===== src/rtl/aes_key_pkg.sv =====
// Shared constants, key-length codes and read-FSM encoding for the AES round-key store.
package aes_key_pkg;

  localparam int KEY_W    = 128;
  localparam int NUM_KEYS = 15;
  localparam int IDX_W    = 4;
  localparam logic [IDX_W-1:0] MAX_IDX = 4'(NUM_KEYS - 1);

  typedef enum logic [1:0] {
    KL_NONE = 2'b00,
    KL_128  = 2'b01,
    KL_192  = 2'b10,
    KL_256  = 2'b11
  } key_len_e;

  typedef enum logic [1:0] {
    ST_IDLE = 2'b00,
    ST_WAIT = 2'b01,
    ST_RESP = 2'b10
  } rd_state_e;

  // Index of the final round key for a key length; meaningless for KL_NONE.
  function automatic logic [IDX_W-1:0] last_round(input logic [1:0] len);
    case (len)
      KL_128:  return 4'd10;
      KL_192:  return 4'd12;
      KL_256:  return 4'd14;
      default: return 4'd0;
    endcase
  endfunction

  function automatic logic in_range(input logic [1:0] len, input logic [IDX_W-1:0] idx);
    return (len != KL_NONE) && (idx <= last_round(len));
  endfunction

  function automatic logic [NUM_KEYS-1:0] sched_mask(input logic [1:0] len);
    logic [NUM_KEYS-1:0] mask;
    mask = '0;
    for (int i = 0; i < NUM_KEYS; i++) begin
      if (in_range(len, IDX_W'(i))) mask[i] = 1'b1;
    end
    return mask;
  endfunction

endpackage


===== src/rtl/round_key_ram.sv =====
// Round-key array: one synchronous write port, one combinational read port.
module round_key_ram
  import aes_key_pkg::*;
(
  input  logic             clk,
  input  logic             i_we,
  input  logic [IDX_W-1:0] i_waddr,
  input  logic [KEY_W-1:0] i_wdata,
  input  logic [IDX_W-1:0] i_raddr,
  output logic [KEY_W-1:0] o_rdata
);

  logic [KEY_W-1:0] r_mem [NUM_KEYS];

  // NOTE: the array has no reset; entry validity is tracked separately, so stale data is never served.
  always_ff @(posedge clk) begin
    if (i_we) r_mem[i_waddr] <= i_wdata;
  end

  assign o_rdata = (i_raddr <= MAX_IDX) ? r_mem[i_raddr] : '0;

endmodule


===== src/rtl/round_key_mem.sv =====
// Round-key store: captures expanded subkeys, tracks per-entry validity, and serves
// keys to the cipher through a request/response handshake that stalls on missing keys.
module round_key_mem
  import aes_key_pkg::*;
(
  input  logic             clk,
  input  logic             reset,
  input  logic             wr_en,
  input  logic [IDX_W-1:0] waddr,
  input  logic [KEY_W-1:0] subkey,
  input  logic             clear_valid,
  input  logic [1:0]       key_len,
  input  logic             rd_req,
  input  logic [IDX_W-1:0] rd_addr,
  output logic             rd_ready,
  output logic             rd_valid,
  output logic [KEY_W-1:0] rd_key,
  output logic             rd_err,
  output logic             all_ready
);

  rd_state_e        r_state, w_state_next;
  logic [IDX_W-1:0] r_req_addr, w_req_addr_next;
  logic [KEY_W-1:0] r_rd_key, w_key_next;
  logic             r_rd_err, w_err_next;
  logic [NUM_KEYS-1:0] r_vbit, w_vbit_next, w_mask;
  logic             r_all_ready;
  logic             w_wr_ok;
  logic [IDX_W-1:0] w_raddr;
  logic [KEY_W-1:0] w_rdata;
  logic             w_vbit_hit;

  assign w_wr_ok = wr_en && (waddr <= MAX_IDX);
  assign w_mask  = sched_mask(key_len);

  round_key_ram u_ram (
    .clk     (clk),
    .i_we    (w_wr_ok),
    .i_waddr (waddr),
    .i_wdata (subkey),
    .i_raddr (w_raddr),
    .o_rdata (w_rdata)
  );

  // Clear first, then the write, so a colliding write leaves exactly its own entry valid.
  always_comb begin
    w_vbit_next = clear_valid ? '0 : r_vbit;
    if (w_wr_ok) w_vbit_next[waddr] = 1'b1;
  end

  // NOTE: sequential state uses non-blocking (<=); combinational blocks use blocking (=).
  always_ff @(posedge clk) begin
    if (reset) begin
      r_vbit      <= '0;
      r_all_ready <= 1'b0;
    end else begin
      r_vbit      <= w_vbit_next;
      r_all_ready <= (key_len != KL_NONE) && ((w_vbit_next & w_mask) == w_mask);
    end
  end

  // In IDLE the incoming address is looked up directly so a hit responds next cycle.
  assign w_raddr    = (r_state == ST_IDLE) ? rd_addr : r_req_addr;
  assign w_vbit_hit = (w_raddr <= MAX_IDX) && r_vbit[w_raddr];

  always_ff @(posedge clk) begin
    if (reset) begin
      r_state    <= ST_IDLE;
      r_req_addr <= '0;
      r_rd_key   <= '0;
      r_rd_err   <= 1'b0;
    end else begin
      r_state    <= w_state_next;
      r_req_addr <= w_req_addr_next;
      r_rd_key   <= w_key_next;
      r_rd_err   <= w_err_next;
    end
  end

  // NOTE: every output of this block is defaulted first so no latch is inferred.
  always_comb begin
    w_state_next    = r_state;
    w_req_addr_next = r_req_addr;
    w_key_next      = r_rd_key;
    w_err_next      = r_rd_err;
    case (r_state)
      ST_IDLE: begin
        if (rd_req) begin
          w_req_addr_next = rd_addr;
          if (!in_range(key_len, rd_addr)) begin
            w_state_next = ST_RESP;
            w_key_next   = '0;
            w_err_next   = 1'b1;
          end else if (w_vbit_hit) begin
            w_state_next = ST_RESP;
            w_key_next   = w_rdata;
            w_err_next   = 1'b0;
          end else begin
            w_state_next = ST_WAIT;
          end
        end
      end
      ST_WAIT: begin
        if (w_vbit_hit) begin
          w_state_next = ST_RESP;
          w_key_next   = w_rdata;
          w_err_next   = 1'b0;
        end
      end
      ST_RESP: w_state_next = ST_IDLE;
      default: w_state_next = ST_IDLE;
    endcase
  end

  assign rd_ready  = (r_state == ST_IDLE);
  assign rd_valid  = (r_state == ST_RESP);
  assign rd_key    = r_rd_key;
  assign rd_err    = r_rd_err;
  assign all_ready = r_all_ready;

endmodule

===== config.mk =====
export PLATFORM = sky130hd
export DESIGN_NAME = round_key_mem
export DESIGN_NICKNAME = d
export VERILOG_FILES = /design/src/rtl/aes_key_pkg.sv /design/src/rtl/round_key_ram.sv /design/src/rtl/round_key_mem.sv
export SDC_FILE = /design/constraint.sdc
export NUM_CORES = 2
export LEC_CHECK = 0
export CORE_AREA = 2 2 518 520
export CTS_CLUSTER_DIAMETER = 150
export DETAILED_ROUTE_END_ITERATION = 7
export DIE_AREA = 0 0 520 522
export DONT_BUFFER_PORTS = 1
export GPL_ROUTABILITY_DRIVEN = 0
export HOLD_SLACK_MARGIN = 0.06
export REMOVE_ABC_BUFFERS = 1
export SLEW_MARGIN = 0
export SYNTH_ARGS = -nofsm -noshare
export SYNTH_HDL_FRONTEND = slang
export SYNTH_SLANG_ARGS = --single-unit

===== constraint.sdc =====
create_clock -name clk -period 13.82 [get_ports clk]
set_input_delay 2.073 -clock clk [delete_from_list [all_inputs] [get_ports clk]]
set_output_delay 2.073 -clock clk [all_outputs]
set_load 0.03 [all_outputs]

==> out/qor.txt <==
Hold WS - 0.550 ns
IO Pins - 275
area share of the largest cell type after synthesis - 72.7%
WP data arrival - 6.58 ns
failing checks - design-rule violations
critical register-to-register path startpoint - r_state[0]
Wirelength per Cell - 25.5 um
H-tree Lvls - 4
placed cell areas - 0.0834 mm2
Final Max Slew Viols - 0
worst hold path type - flop to flop
max cap viols - 0
Placeable Area - 0.266 mm2
GRT Residual Overflow - 0
Netlist cell types - 64
CTS tree - yes
Pwr Total - 14.6 mW
clock buffer depth - 4
max_slew headroom - 19.8%
clk_lat worst skew - 0.86 ns
Cell Area, Synth - 0.0793 mm2
num rows - 190
Die Y - 522 um
Final Cycle Share - 42.5%
status - finished with violations
vias in the first global route - 45644
initial antenna violation count - 4
antenna fix cells - 0
Post-CTS Setup Bufs - 0
sequential share of the synthesized area - 76.5%
required time of the critical path - 14.53 ns
Crit path largest cell delay - 0.83 ns
crit path capture type - flop
CP Max Fanout - 64
clk root buf - clkbuf_16
Synth async-reset ratio - 0%
Setup Skew - 0.0860 ns
number of clock sinks - 2071
Synth area leaders - edfxtp_1, nand2_1, mux2i_1
Area Growth Syn to Fin - 14.3%
Finished Cell Area - 0.0907 mm2
most used cell, CP - buf_4
routed wire length - 226 mm
post-cts hold buffer count - 0
die area - 0.271 mm2
die width - 520 um
fin crit period - 5.87 ns
gr usage total - 16.1%
Via Count - 45904
layout cells sized above 1 - 8.65%
largest net degree at the start of global routing - 126
Post-Synthesis Cells - 5190
DR vias/cell - 5.17
Avg Inst Size Synth - 15.3 um2
slowest cell on the critical path - buf_4
worst slew pin tran - 1.20 ns
Routed Antenna Nets - 0
Post-Place Setup Slack - 7.14 ns
Starting Density - 29.8%
CTS Buf Count - 221
post-layout util - 34.0%
startpoint types - input pin
top_reg_cell synth - edfxtp_1
area leader, netlist - edfxtp_1
Synth Warn # - 0
max frequency - 0.170 GHz
first-pass GRT wire length - 324 mm
Critical path origin - rd_addr[0]
Hold Crit Start - r_vbit[11]
Pwr Density - 161 mW/mm2
drt pass-1 iters - 8
sum of net half-perimeters after detailed placement - 108 mm
Final Hold Viols - 0
Worst IR Drop VDD - 0.109 mV
PnR worst setup slack - 7.95 ns
Layout Nets - 5297
Seq cells post-synth - 2071
leak pwr - 29.9 nW
RSZ-0062 raised after global routing - no
DR DRC count - 25
crit path kind - input pin to flop
Post-synth EDFFs - 1920
crit-path cells - or3b_4 -> nand2_8 -> buf_4 -> buf_4 -> buf_4 -> mux2i_1 -> a32oi_1 -> and3_1 -> o22ai_1 -> nand2_1
drt initial violations - 4469
# setup viols final - 0
Port-buffer cells - 0
clock transition at the registers of the reported paths - 0.06 ns
post-cts repair resize count - 0
sequential cells by signal, summed over array words and instances (netlist names):
signal	count
all_ready	1
r_req_addr	4
r_state	2
r_vbit	15
rd_err	1
rd_key	128
u_ram.r_mem	1920
area by class of cell:
class                      count  area (um2)
clock buffer                 309        6120
clock inverter                95        1120
fill                       25283      176000
inverter                       7        28.8
multi-input combinational   2764       17500
sequential                  2071       60700
tap                         3552        4440
timing repair buffer          86         808
worst max-delay path, delay by kind of cell:
kind	cells	cell delay (ns)
and+or+nand+nor	4	1.41
buffers and inverters	3	2.30
muxes	1	0.28
AOI/OAI and AO/OA	2	0.20
through the flow:
stage                     setup TNS (ns)  cells
final                                  0   8884
after global routing                   0   8884
after CTS                              0   8884
after detailed placement               0   8480
after global placement                 0   8480
after floorplan                  -461.23   4842
path summary, 6_finish.rpt:
| path | endpoint | slack (ns) | depth (start not counted) |
|---|---|---|---|
| worst max register to register | rd_key[67] | 8.16 | 10 |
| worst max-delay path | rd_key[13] | 7.95 | 10 |
| worst min-delay path | r_vbit[11] | 0.55 | 2 |
| worst min register to register | r_vbit[11] | 0.55 | 2 |
report_power, final:
part	internal [mW]	switching [mW]	total [mW]
clock	3.50	2.41	5.91
sequential	7.01	0.174	7.19
combinational	0.465	1.03	1.50
total	11.0	3.62	14.6
cell families after synthesis:
logic type | share of synthesized area (%)
and+or+nand+nor | 8.16
DFF | 76.5
adders and majority gates | 0.0473
muxes | 5.07
buffers and inverters | 1.92
AOI/OAI and AO/OA | 8.29
synthesized netlist by cell type, types with 4 or more instances:
| master | number |
|---|---|
| o21ai_1 | 26 |
| and3_1 | 184 |
| o22ai_1 | 73 |
| a211oi_1 | 115 |
| or3_1 | 4 |
| mux2i_1 | 397 |
| nor2_1 | 166 |
| clkbuf_1 | 219 |
| nor3_1 | 77 |
| a32oi_1 | 186 |
| a32o_1 | 200 |
| o31ai_1 | 5 |
| buf_2 | 87 |
| dfxtp_1 | 151 |
| inv_1 | 6 |
| a2111oi_0 | 56 |
| buf_1 | 21 |
| buf_4 | 20 |
| o21ai_0 | 39 |
| nand2_1 | 1073 |
| nand3_1 | 10 |
| a31oi_1 | 74 |
| a21oi_1 | 22 |
| mux2_2 | 4 |
| edfxtp_1 | 1920 |
layer usage:
metal  wire length (um)  track usage, %  vias to the layer above
li1                   -               -                    20113
met1              90000            19.8                    23601
met2             111000            27.9                     1834
met3              19700            4.13                      356
met4               5640            4.48                        0
met5                  0               0                        -
layout by cell type (no fill, tap or decap), types with 19 or more instances in the layout:
master,n
clkinv_2,37
o22ai_1,73
buf_4,73
and3_1,184
nor3_1,73
edfxtp_1,1920
a21oi_1,19
clkbuf_16,223
bufinv_16,22
a2111oi_0,56
mux2i_1,396
clkbuf_8,22
clkbuf_1,64
a31oi_1,72
nor2_1,153
a211oi_1,114
o21ai_0,38
a32oi_1,186
o21ai_1,25
dfxtp_1,151
nand2_1,1071
a32o_1,200
Power figures use the tool's default switching activity.
